<file path="src/rtl/nn_pkg.sv">
// ---------------------------------------------------------------------------
// nn_pkg: definitions shared by the conv, pooling and linear stages.
//   NN_DATA_W   : default bits per channel value
//   NN_CHANNELS : default channels carried in parallel per beat
//   clog2()     : counter width helper
//   ch_lsb()    : channel packing; channel c lives at [c*w +: w]
// ---------------------------------------------------------------------------
package nn_pkg;

    localparam int unsigned NN_DATA_W   = 8;
    localparam int unsigned NN_CHANNELS = 2;

    // Bits needed to count 0..v-1 (v >= 2 gives the usual ceil(log2)).
    function automatic int unsigned clog2(input int unsigned v);
        int unsigned r;
        r = 0;
        while ((64'd1 << r) < 64'(v)) begin
            r = r + 1;
        end
        return r;
    endfunction

    // Low bit of channel c in a packed multi-channel bus.
    function automatic int unsigned ch_lsb(input int unsigned c, input int unsigned w);
        return c * w;
    endfunction

endpackage

</file>
<file path="src/rtl/maxpool_cmp.sv">
// ---------------------------------------------------------------------------
// maxpool_cmp: single-channel combinational max.
//   a_i, b_i : DATA_W operands
//   max_o    : the larger operand (equal operands give that value)
// Macro MAXPOOL_SIGNED_EN selects a two's-complement compare; otherwise
// operands are compared unsigned.
// ---------------------------------------------------------------------------
module maxpool_cmp #(
    parameter int unsigned DATA_W = 8
) (
    input  logic [DATA_W-1:0] a_i,
    input  logic [DATA_W-1:0] b_i,
    output logic [DATA_W-1:0] max_o
);

`ifdef MAXPOOL_SIGNED_EN
    assign max_o = ($signed(a_i) > $signed(b_i)) ? a_i : b_i;
`else
    assign max_o = (a_i > b_i) ? a_i : b_i;
`endif

endmodule

</file>
<file path="src/rtl/maxpool2d_stream.sv">
// ---------------------------------------------------------------------------
// maxpool2d_stream: streaming 2x2 / stride-2 max-pool over a raster-ordered
// multi-channel feature map, using a half-width line buffer.
//   clk        : clock, rising edge
//   reset      : asynchronous active-high reset
//   clear      : synchronous frame resync (zeroes col/row/hold, drops beat)
//   in_data    : one pixel, channel c at [c*DATA_W +: DATA_W]
//   in_valid   : one beat = one input pixel, no backpressure
//   out_data   : pooled pixel, same packing
//   out_valid  : one-cycle pulse, 1 clock after the window-completing beat
//   frame_done : one-cycle pulse, 1 clock after pixel (IN_H-1, IN_W-1)
// Macro MAXPOOL_SIGNED_EN (in maxpool_cmp) selects signed channel compare.
// ---------------------------------------------------------------------------
module maxpool2d_stream
    import nn_pkg::*;
#(
    parameter int unsigned DATA_W   = NN_DATA_W,
    parameter int unsigned CHANNELS = NN_CHANNELS,
    parameter int unsigned IN_W     = 6,
    parameter int unsigned IN_H     = 6
) (
    input  logic                         clk,
    input  logic                         reset,
    input  logic                         clear,
    input  logic [CHANNELS*DATA_W-1:0]   in_data,
    input  logic                         in_valid,
    output logic [CHANNELS*DATA_W-1:0]   out_data,
    output logic                         out_valid,
    output logic                         frame_done
);

    localparam int unsigned BUS_W     = CHANNELS * DATA_W;
    localparam int unsigned LB_DEPTH  = (IN_W + 1) / 2;
    localparam int unsigned COL_W     = clog2(IN_W);
    localparam int unsigned ROW_W     = clog2(IN_H);
    localparam int unsigned LB_AW     = (LB_DEPTH > 1) ? clog2(LB_DEPTH) : 1;
    // Columns that belong to a complete window (floor semantics).
    localparam int unsigned POOL_COLS = 2 * (IN_W / 2);

    logic [COL_W-1:0] col_q, col_d;
    logic [ROW_W-1:0] row_q, row_d;
    logic [BUS_W-1:0] hold_q, hold_d;
    logic [BUS_W-1:0] out_data_q, out_data_d;
    logic             out_valid_q, out_valid_d;
    logic             frame_done_q, frame_done_d;

    // Not reset: each entry is written on an even row before the odd row
    // reads it.
    logic [BUS_W-1:0] linebuf [LB_DEPTH];
    logic [LB_AW-1:0] lb_idx;
    logic [BUS_W-1:0] lb_rd;
    logic             lb_we;

    logic [BUS_W-1:0] max_lb;    // max(linebuf entry, pixel)
    logic [BUS_W-1:0] max_hold;  // max(hold, pixel)

    logic col_end, row_end, in_pool_col;

    assign lb_idx = LB_AW'(col_q >> 1);
    assign lb_rd  = linebuf[lb_idx];

    for (genvar c = 0; c < CHANNELS; c++) begin : g_ch
        maxpool_cmp #(.DATA_W(DATA_W)) u_cmp_lb (
            .a_i   (lb_rd  [ch_lsb(c, DATA_W) +: DATA_W]),
            .b_i   (in_data[ch_lsb(c, DATA_W) +: DATA_W]),
            .max_o (max_lb [ch_lsb(c, DATA_W) +: DATA_W])
        );
        maxpool_cmp #(.DATA_W(DATA_W)) u_cmp_hold (
            .a_i   (hold_q  [ch_lsb(c, DATA_W) +: DATA_W]),
            .b_i   (in_data [ch_lsb(c, DATA_W) +: DATA_W]),
            .max_o (max_hold[ch_lsb(c, DATA_W) +: DATA_W])
        );
    end

    assign col_end     = (col_q == COL_W'(IN_W - 1));
    assign row_end     = (row_q == ROW_W'(IN_H - 1));
    assign in_pool_col = (32'(col_q) < POOL_COLS);

    always_comb begin
        col_d        = col_q;
        row_d        = row_q;
        hold_d       = hold_q;
        out_data_d   = out_data_q;
        out_valid_d  = 1'b0;
        frame_done_d = 1'b0;
        lb_we        = 1'b0;

        if (clear) begin
            col_d  = '0;
            row_d  = '0;
            hold_d = '0;
        end else if (in_valid) begin
            if (col_end) begin
                col_d = '0;
                row_d = row_end ? '0 : row_q + ROW_W'(1);
            end else begin
                col_d = col_q + COL_W'(1);
            end
            frame_done_d = col_end && row_end;

            // A trailing odd column is consumed without touching window state.
            if (in_pool_col) begin
                case ({row_q[0], col_q[0]})
                    2'b00: hold_d = in_data;
                    2'b01: lb_we  = 1'b1;
                    2'b10: hold_d = max_lb;
                    2'b11: begin
                        out_data_d  = max_hold;
                        out_valid_d = 1'b1;
                    end
                endcase
            end
        end
    end

    always_ff @(posedge clk or posedge reset) begin
        if (reset) begin
            col_q        <= '0;
            row_q        <= '0;
            hold_q       <= '0;
            out_data_q   <= '0;
            out_valid_q  <= 1'b0;
            frame_done_q <= 1'b0;
        end else begin
            col_q        <= col_d;
            row_q        <= row_d;
            hold_q       <= hold_d;
            out_data_q   <= out_data_d;
            out_valid_q  <= out_valid_d;
            frame_done_q <= frame_done_d;
        end
    end

    always_ff @(posedge clk) begin
        if (lb_we) begin
            linebuf[lb_idx] <= max_hold;
        end
    end

    assign out_data   = out_data_q;
    assign out_valid  = out_valid_q;
    assign frame_done = frame_done_q;

endmodule

</file>
<file path="config.mk">
export PLATFORM = sky130hd
export DESIGN_NAME = maxpool2d_stream
export DESIGN_NICKNAME = d
export VERILOG_FILES = /design/src/rtl/nn_pkg.sv /design/src/rtl/maxpool_cmp.sv /design/src/rtl/maxpool2d_stream.sv
export SDC_FILE = /design/constraint.sdc
export NUM_CORES = 1
export LEC_CHECK = 0
export ABC_AREA = 1
export BUFFER_PORTS_ARGS = -buffer_cell sky130_fd_sc_hd__buf_2
export CORE_ASPECT_RATIO = 0.5
export CORE_MARGIN = 4
export CORE_UTILIZATION = 45
export DETAILED_ROUTE_END_ITERATION = 8
export PLACE_DENSITY = 0.74
export SETUP_SLACK_MARGIN = 0.05
export SKIP_LAST_GASP = 1
export SLEW_MARGIN = 20
export SYNTH_ARGS = -nofsm -noshare
export SYNTH_HDL_FRONTEND = slang
export SYNTH_SLANG_ARGS = --single-unit
</file>
<file path="constraint.sdc">
create_clock -name clk -period 3.2 [get_ports clk]
set_clock_uncertainty 0.1 [all_clocks]
set_input_delay 0.16 -clock clk [delete_from_list [all_inputs] [get_ports clk]]
set_output_delay 0.16 -clock clk [all_outputs]
set_load 0.02 [all_outputs]
</file>
* Word level (Yosys, flattened, before mapping)
Memories as Yosys holds them, arrays and structs flattened.
Cells that the tools add are included.
** Cells by class
- Magnitude comparators :: 5
- Reduce and logical (&&, ||, !) cells :: 9
- Add/subtract/negate cells :: 2
- Multiplexer cells :: 27
- Eq/ne operators :: 5
- Bitwise gates (word level) :: 1
** Operator list (count)
- 16-bit two-way mux :: 3
- 8-bit greater-than comparator :: 4
- 8-bit two-way mux :: 4
- 16-bit one-hot mux with 2 select lines :: 1
- 3-bit two-way mux :: 7
- 1-bit two-way mux :: 12
- 3-bit by 1-bit adder with 3-bit output (second input constant) :: 2
- 3-bit equality test (second input constant) :: 2
- 2-bit nonzero test :: 3
- 2-bit equality test (second input constant) :: 2
- 4-bit AND reduction :: 1
- 3-bit less-than comparator (second input constant) :: 1
- 3-bit AND reduction :: 1
- 3-bit nonzero test :: 1
- 2-bit by 1-bit equality test with 1-bit output (second input constant) :: 1
- 2-bit logical NOT :: 1
- 2-bit AND reduction :: 1
- 1-bit logical AND :: 1
- 1-bit inverter :: 1
** Word-level totals
- RAM bits :: 48
- Flip-flop bits (word level) :: 40
- Input port bits :: 20
- Word-level logic and storage cells :: 56
- Output and inout port bits :: 18
- Memories kept :: 1
** Memory list
- linebuf :: words 3, width 16, read ports 1, clocked after memory_dff 0, write ports 1, line maxpool2d_stream.sv:49 : logic [BUS_W-1:0] linebuf [LB_DEPTH];

* Logic depth before layout (Yosys ltp)
Gate-level depths: netlist (run 1).
- Depth in word-level cells :: 7
- Mapped depth :: 17
- Mapped depth without buffers :: 16

* Modules after synthesis
A second synthesis (run 1) with hierarchy kept.
** Unflattened totals
- Cell total of the unflattened synthesis :: 615
- Area total of the unflattened synthesis :: 5118.7 um2
** By module, submodules not included
- maxpool2d_stream :: area an instance 3667.3 um2, instances 1, sequential area each 2442.3 um2, cells an instance 375
- maxpool_cmp :: area an instance 362.8 um2, instances 4, sequential area each 0.0 um2, cells an instance 60

* Worst setup path after synthesis (run 1)
Ideal clock, no wire load.
- Kind :: register to register
- Start point :: register col_q[1]
- End point :: register hold_q[1]
- Required time :: 2.982 ns
- Clock period less this slack :: 2.379 ns
- Setup time :: 0.118 ns
- Slack :: 0.821 ns
- Path buffers :: 1
- Data arrival time :: 2.161 ns
- Cell stages (with the launch flop) :: 14
- Path through :: dfrtp_1 > nand2_1 > buf_2 > nor2_1 > nor3_2 > inv_1 > ha_1 > a21o_1 > nor2_1 > nand2_1 > nand2_1 > nand2_1 > nand3_1 > nand2_1
** On the way
- Word-level cells in the longest chain between the ends :: 7
- Elaborated cells on any way between the ends :: 10
- Those cells by class :: order compare: 2; mux: 5; reduce/logical: 2; memory: 1
** Ends and longest elaborated chain
- start, declared :: line maxpool2d_stream.sv:40 : logic [COL_W-1:0] col_q, col_d;
- start signal, assigned :: line maxpool2d_stream.sv:125 : col_q <= col_d;
- memory 3 x 16 bit
- 8-bit greater-than comparator :: line maxpool_cmp.sv:19 : assign max_o = (a_i > b_i) ? a_i : b_i;
- 8-bit two-way mux :: line maxpool_cmp.sv:19
- 16-bit one-hot mux with 2 select lines :: line maxpool2d_stream.sv:103 : case ({row_q[0], col_q[0]})
- 16-bit two-way mux :: line maxpool2d_stream.sv:102 : if (in_pool_col) begin
- 16-bit two-way mux :: line maxpool2d_stream.sv:92 : end else if (in_valid) begin
- 16-bit two-way mux :: line maxpool2d_stream.sv:88 : if (clear) begin
- end signal, assigned :: line maxpool2d_stream.sv:127 : hold_q <= hold_d;
- end, declared :: line maxpool2d_stream.sv:42 : logic [BUS_W-1:0] hold_q, hold_d;
Parallel ways exist; a longest one is shown, timed or not. The select of a mux whose other input is x is not followed.
A chain may end at the register's enable or synchronous reset.

* Final worst setup path (run 1)
- Start point :: register col_q[1]
- End point :: register hold_q[10]
Same word-level chain as after synthesis.

==> results of run 1 <==
cells in the final DEF, fill, tap and decap left out, drive strengths merged, types with 2 or more instances in the layout:
master / instances
a21o: 4
a21oi: 15
and2: 16
buf: 42
bufinv: 2
clkbuf: 10
clkinv: 2
clkinvlp: 2
dfrtp: 40
edfxtp: 48
ha: 32
inv: 113
nand2: 166
nand3: 68
nand4: 2
nor2: 52
nor3: 17
o21ai: 2
o22ai: 2
metal layers:
layer	part of all wire, %	wire length [um]	vias to the layer above	global-route usage (%)
met4	1.5	167	0	4.76
li1	-	-	1953	-
met3	4.5	497	17	5.00
met2	48	5260	90	30.9
met1	46	5070	1850	23.5
met5	0	0	-	0
worst paths after layout:
check / startpoint / slack (ns) / cells past startpoint / end
worst max-delay path: col_q[1] / 0.38 / 14 / hold_q[10]
worst min-delay path: clear / 0.02 / 2 / col_q[1]
worst max register to register: col_q[1] / 0.38 / 14 / hold_q[10]
worst min register to register: row_q[1] / 0.34 / 1 / frame_done
max in group asynchronous: reset / 2.04 / 4 / hold_q[9]
min in group asynchronous: reset / 0.33 / 3 / out_data[1]
cells by family after synthesis:
kind of cell    count (synthesis)  share of synthesized area, %
compound gates                 24                          3.31
xor+xnor                        1                         0.177
fa+ha+maj                      32                          8.10
buf+inv                       121                          9.62
flops                          88                          49.4
simple gates                  322                          29.4
cell usage after synthesis (4+ instances only):
cell type  number  share of area [%]
nand2_1       164                 12
inv_1         108                8.2
nand3_1        67                6.8
nor2_1         50                3.8
edfxtp_1       48                 29
dfrtp_1        40                 20
ha_1           32                8.1
and2_1         16                2.0
a21oi_1        13                1.3
nor3_2          9                1.8
nor3_1          7               0.71
buf_2           5               0.51
inv_2           5               0.38
a21o_1          4               0.61
power by group through the flow:
stage	Combinational (mW)	Sequential [mW]	Clock [mW]
floorplan	0.698	1.39	0
global placement	0.895	1.39	0
detailed placement	0.936	1.39	0
CTS	0.943	1.37	1.14
global route	1.09	1.38	1.20
finish	0.948	1.37	1.13
through the flow:
stage / hold slack, ns / instances / area, sq um
final: 0.0150 / 779 / 5630
after global routing: 0.0229 / 779 / 5630
after CTS: 0.00535 / 778 / 5610
after detailed placement: 0.335 / 762 / 5290
after global placement: 0.320 / 762 / 5290
after floorplan: 0.133 / 588 / 4940
flip-flops by register name (all words and copies together), names as in the netlist:
| signal | cells |
|---|---|
| frame_done | 1 |
| out_valid | 1 |
| row_q | 3 |
| hold_q | 16 |
| out_data | 16 |
| linebuf | 48 |
| col_q | 3 |
area by class of cell:
class,instances,area share [%]
Timing Repair Buffer,43,4.13
Clock buffer,10,4.24
Tap cell,140,3.11
Multi-Input combinational cell,379,36.1
Inverter,113,7.53
Sequential cell,88,43.4
Clock inverter,6,1.47
repair_timing:
| action | in CTS | in global routing |
|---|---|---|
| gates resized for setup | 0 | 2 |
| buffers inserted | 0 | 0 |
| endpoints found under the hold margin | 0 | 25 |
| endpoints found under the setup margin | 0 | 5 |
| hold buffers | 0 | 1 |
==> results.json, run 1 <==
{
  "p_clk_share_pct": 32.8,
  "synth.cell_area_sq_mm": 0.00494,
  "grt_overflow": 0,
  "end_kind": "flop",
  "setup_tns_ns": 0,
  "setup.worst_path.start_class": "flop",
  "cts_inserted_buffers": 9,
  "cp.arrival_ns": 3.00,
  "htreeDepth": 3,
  "cp_cell_sequence": "nand2_1 -> buf_4 -> nor2_1 -> nor3_1 -> inv_1 -> ha_1 -> nand2_1 -> nor2_2 -> nand2_1 -> nand2_2 -> nand2_1 -> nand2_1 -> nand3_1 -> nand2_1",
  "vias": 3910,
  "diodes": 0,
  "vdd_drop_max_mv": 0.287,
  "rsz0062_at_grt": "no",
  "switchingPower_mw": 1.13,
  "start_util_pct": 47.4,
  "yosys_most_used_dff": "edfxtp_1",
  "place_hpwl_um": 8220,
  "p_per_area_mw_per_mm2": 613,
  "core_sq_mm": 0.0104,
  "synth-async-reset-ratio_pct": 45.5,
  "drive_above_1_share_pct": 13.1,
  "worstSkewPairLatency_ns": 0.35,
  "p_comb_share_pct": 27.5,
  "clkTransAtPathRegs_ns": 0.06,
  "required_ns": 3.38,
  "grt.total_usage_pct": 18.2,
  "synthesis.nets": 640,
  "antenna_found_initial": 0,
  "wire_per_inst_um": 14.1,
  "drv_slew": 0,
  "final_util_pct": 53.9,
  "fin_ws_ns": 0.380,
  "fmax_ghz": 0.355,
  "seqCellArea_sq_mm": 0.00244,
  "crit_top_cell": "nand2_1",
  "period_minus_slack_ns": 2.82,
  "worstMarginPinSlew_ns": 0.956,
  "multi_input_area_sq_mm": 0.00203,
  "cp_max_fo": 12,
  "cpPeakStageDelay_ns": 0.47,
  "io_buffers": 37,
  "via_per_inst": 5.02,
  "cts_buffer_depth": 2,
  "finalNetCount": 686,
  "area_delta_synth_final_pct": 13.9,
  "dp_slack_ns": 0.344,
  "rows": 26,
  "hold_viol": 0,
  "routed_wl_um": 11000,
  "seqPwrFrac_pct": 39.8,
  "p_int_mw": 2.32,
  "grt_max_degree": 27,
  "grt_pass1_wl_um": 18200,
  "ant_nets": 0,
  "setup_viol": 0,
  "power_mw": 3.45,
  "die_w_um": 156,
  "first_global_vias": 3767,
  "drt_iter0_drc": 282,
  "timing.final.crit_share_pct": 88.1,
  "critPathKind": "reg2reg",
  "drc": 0,
  "seq_area_frac_synth_pct": 49.4,
  "crit_buf_inv": 2,
  "leakagePower_nw": 2.98,
  "dieArea_sq_mm": 0.0128,
  "outcome": "complete, no violations",
  "maxSlewHeadroom_pct": 36.0,
  "cts_sinks": 88,
  "io_pins": 38,
  "slowest_stage": "dfrtp_1",
  "cts_root_buffer": "clkbuf_16",
  "yosysWarnings": 0,
  "place.gp.congestion": 0.860,
  "crit_family": "simple AND/OR/NAND/NOR gates",
  "cts_tree": "yes",
  "ys_seq_elements": 88,
  "fill_cells": 932,
  "sw_frac_of_total_pct": 32.7,
  "synthCells": 588,
  "netlist-cell-type-count": 28,
  "syn_area_per_cell_sq_um": 8.41,
  "drv_cap": 0,
  "die_h_um": 82.1,
  "hold_path.class": "in2reg",
  "first_pass_iters": 5,
  "synth_edf_count": 48
}
Note: power is estimated with default switching activity, not from simulation.
==> inputs of run 2 (changes only) <==
--- a/config.mk
+++ b/config.mk
@@ -17,4 +17,5 @@
 export SLEW_MARGIN = 20
 export SYNTH_ARGS = -nofsm -noshare
 export SYNTH_HDL_FRONTEND = slang
+export SYNTH_HIERARCHICAL = 1
 export SYNTH_SLANG_ARGS = --single-unit
==> run 2 against run 1 <==
Compared with the run above: count of clock-buffer cells in the layout rose by 1; first-iteration DRC count fell by 11%; maximum frequency rose by 6.6%; register-to-register slack improved by 0.17 ns; highest routed layer unchanged; final area rose by 1.5%; sequential share of layout area fell by 0.66 points; critical path type unchanged; hold slack got worse by 0.0068 ns; power fell by 7.4%; sequential power rose by 4%.
==> results.json, run 2 <==
{
  "yosysWarnings": 6,
  "cts_root_buffer": "clkbuf_16",
  "drive_above_1_share_pct": 14.4,
  "place_hpwl_um": 8160,
  "via_per_inst": 5.21,
  "ys_top_cells_by_count": "nand2_1, nand3_1, edfxtp_1, inv_1, dfrtp_1",
  "maxSlewHeadroom_pct": 43.6,
  "drv_slew": 0,
  "synthCells": 615,
  "switchingPower_mw": 1.06,
  "cts_tree": "yes",
  "area_delta_synth_final_pct": 11.7,
  "worstSkewPairLatency_ns": 0.34,
  "mostFrequentLayoutCells": "nand2_1, nand3_1, edfxtp_1, inv_1, dfrtp_1",
  "synth-async-reset-ratio_pct": 45.5,
  "p_comb_share_pct": 25.0,
  "setup.worst_path.start_class": "flop",
  "io_buffers": 37,
  "critPathKind": "reg2reg",
  "synth_area_leaders": "edfxtp_1, nand2_1, dfrtp_1",
  "diodes": 0,
  "sw_frac_of_total_pct": 33.1,
  "setup_viol": 0,
  "synth.cell_area_sq_mm": 0.00512,
  "cts_buffer_depth": 2,
  "worstMarginPinSlew_ns": 0.846,
  "timing.final.crit_share_pct": 82.7,
  "stdcell_count": 803,
  "seq_area_frac_synth_pct": 47.7,
  "grt_max_degree": 41,
  "cp_max_fo": 17,
  "end_kind": "flop",
  "antenna_found_initial": 0,
  "syn_area_per_cell_sq_um": 8.32,
  "vias": 4187,
  "period_minus_slack_ns": 2.65,
  "grt_pass1_wl_um": 19600,
  "cp.arrival_ns": 2.83,
  "drc": 0,
  "fmax_ghz": 0.378,
  "finalNetCount": 705,
  "core_sq_mm": 0.0110,
  "cpPeakStageDelay_ns": 0.46,
  "grt_overflow": 0,
  "drv_cap": 0,
  "cp_cell_sequence": "inv_1 -> nor2_2 -> buf_4 -> nand2_1 -> nand3_1 -> ha_1 -> nand2_1 -> nand2_1 -> nand2_1 -> nand2_1 -> nand2_1 -> nand2_4 -> nand2_4 -> nand2_1 -> nand2_1 -> nand3_1 -> nand2_1 -> nand3_1 -> nand2_1",
  "slowest_stage": "dfrtp_1",
  "largest_reg_flops": 48,
  "seqPwrFrac_pct": 44.9,
  "io_pins": 38,
  "dieArea_sq_mm": 0.0132,
  "synth.most_common_cell": "nand2_1",
  "wire_per_inst_um": 14.2,
  "clkTransAtPathRegs_ns": 0.06,
  "required_ns": 3.38,
  "die_w_um": 159,
  "synth_edf_count": 48,
  "hold_path.class": "in2reg",
  "outcome": "complete, no violations",
  "place.gp.congestion": 0.815,
  "cts_sinks": 88,
  "top_register": "linebuf",
  "holdBufCountCts": 1,
  "leakagePower_nw": 2.92,
  "cts_resized": 0,
  "power_mw": 3.19,
  "grt.total_usage_pct": 18.0,
  "first_pass_iters": 4,
  "final_common_cell": "nand2_1",
  "yosys_most_used_dff": "edfxtp_1",
  "cts_inserted_buffers": 9,
  "htreeDepth": 3,
  "vdd_drop_max_mv": 0.278,
  "synthDominantCellAreaShare_pct": 28.2,
  "p_per_area_mw_per_mm2": 559,
  "crit_top_cell": "nand2_1",
  "ys_seq_elements": 88,
  "die_h_um": 83.4,
  "p_int_mw": 2.13,
  "first_global_vias": 4216,
  "setup_tns_ns": 0,
  "placed_cells": 786,
  "rows": 27,
  "hold_viol": 0,
  "p_clk_share_pct": 30.1,
  "synthesis.nets": 667,
  "netlist-cell-type-count": 25,
  "start_util_pct": 46.3,
  "post_cts.repair.setup_buffers": 0,
  "ant_nets": 0,
  "rsz0062_at_grt": "no",
  "routed_wl_um": 11400,
  "synth_top_cell_by_area": "edfxtp_1",
  "drt_iter0_drc": 250
}
## run 2: final timing paths
kind                        startpoint           to  slack, ns  cells past startpoint
hold / removal                in_valid     col_q[1]      0.008                      3
hold reg to reg            out_data[0]  out_data[0]       0.37                      2
setup / recovery              col_q[1]   hold_q[15]       0.55                     19
min in group asynchronous        reset  out_data[4]       0.44                      4
max in group asynchronous        reset    hold_q[3]       2.17                      4
setup reg to reg              col_q[1]   hold_q[15]       0.55                     19
## run 2: logic make-up (layout without fill, tap and decap cells)
family | Yosys count | count (layout) | synth area share, %
AOI/OAI and AO/OA | 18 | 18 | 2.00
adders and majority gates | 32 | 32 | 7.82
buffers and inverters | 71 | 114 | 5.94
and+or+nand+nor | 406 | 406 | 36.5
DFF | 88 | 88 | 47.7
## run 2: cell type report
type | count | area [sq um]
timing repair buffer | 44 | 240
fill | 984 | 5330
clock inverter | 5 | 33.8
clock buffer | 11 | 233
tap | 145 | 181
sequential | 88 | 2440
multi-input combinational | 456 | 2380
inverter | 54 | 208
## run 2: power by group through the flow
stage	Sequential [mW]	Clock, mW	Combinational (mW)
6_report	1.43	0.961	0.798
5_1_grt	1.45	1.04	0.898
4_1_cts	1.43	0.970	0.805
3_5_place_dp	1.45	0	0.798
3_3_place_gp	1.45	0	0.777
2_1_floorplan	1.52	0	0.500
## run 2: metal layers
| layer | up-vias | share of wire, % | GRT usage (%) |
|---|---|---|---|
| li1 | 2069 | - | - |
| met1 | 1999 | 43 | 21.4 |
| met2 | 99 | 50 | 32.3 |
| met3 | 20 | 4.2 | 3.77 |
| met4 | 0 | 2.2 | 7.01 |
| met5 | - | 0 | 0 |
## run 2: per-stage QoR
step	area, sq um	setup slack, ns	hold slack (ns)	util [%]
2_1_floorplan	5120	0.337	0.170	-
3_3_place_gp	5440	0.711	0.214	49.2
3_5_place_dp	5440	0.623	0.250	49.2
4_1_cts	5720	0.578	0.00358	51.7
5_1_grt	5720	0.304	0.0177	51.7
6_report	5720	0.554	0.00821	51.7
## run 2: worst max-delay path: cells and delay by family (launching register included)
| kind | cells | cell delay, ns |
|---|---|---|
| adder cells (fa/ha/maj) | 1 | 0.37 |
| buffers and inverters | 2 | 0.35 |
| flip-flops | 1 | 0.46 |
| AND/OR/NAND/NOR | 16 | 1.30 |
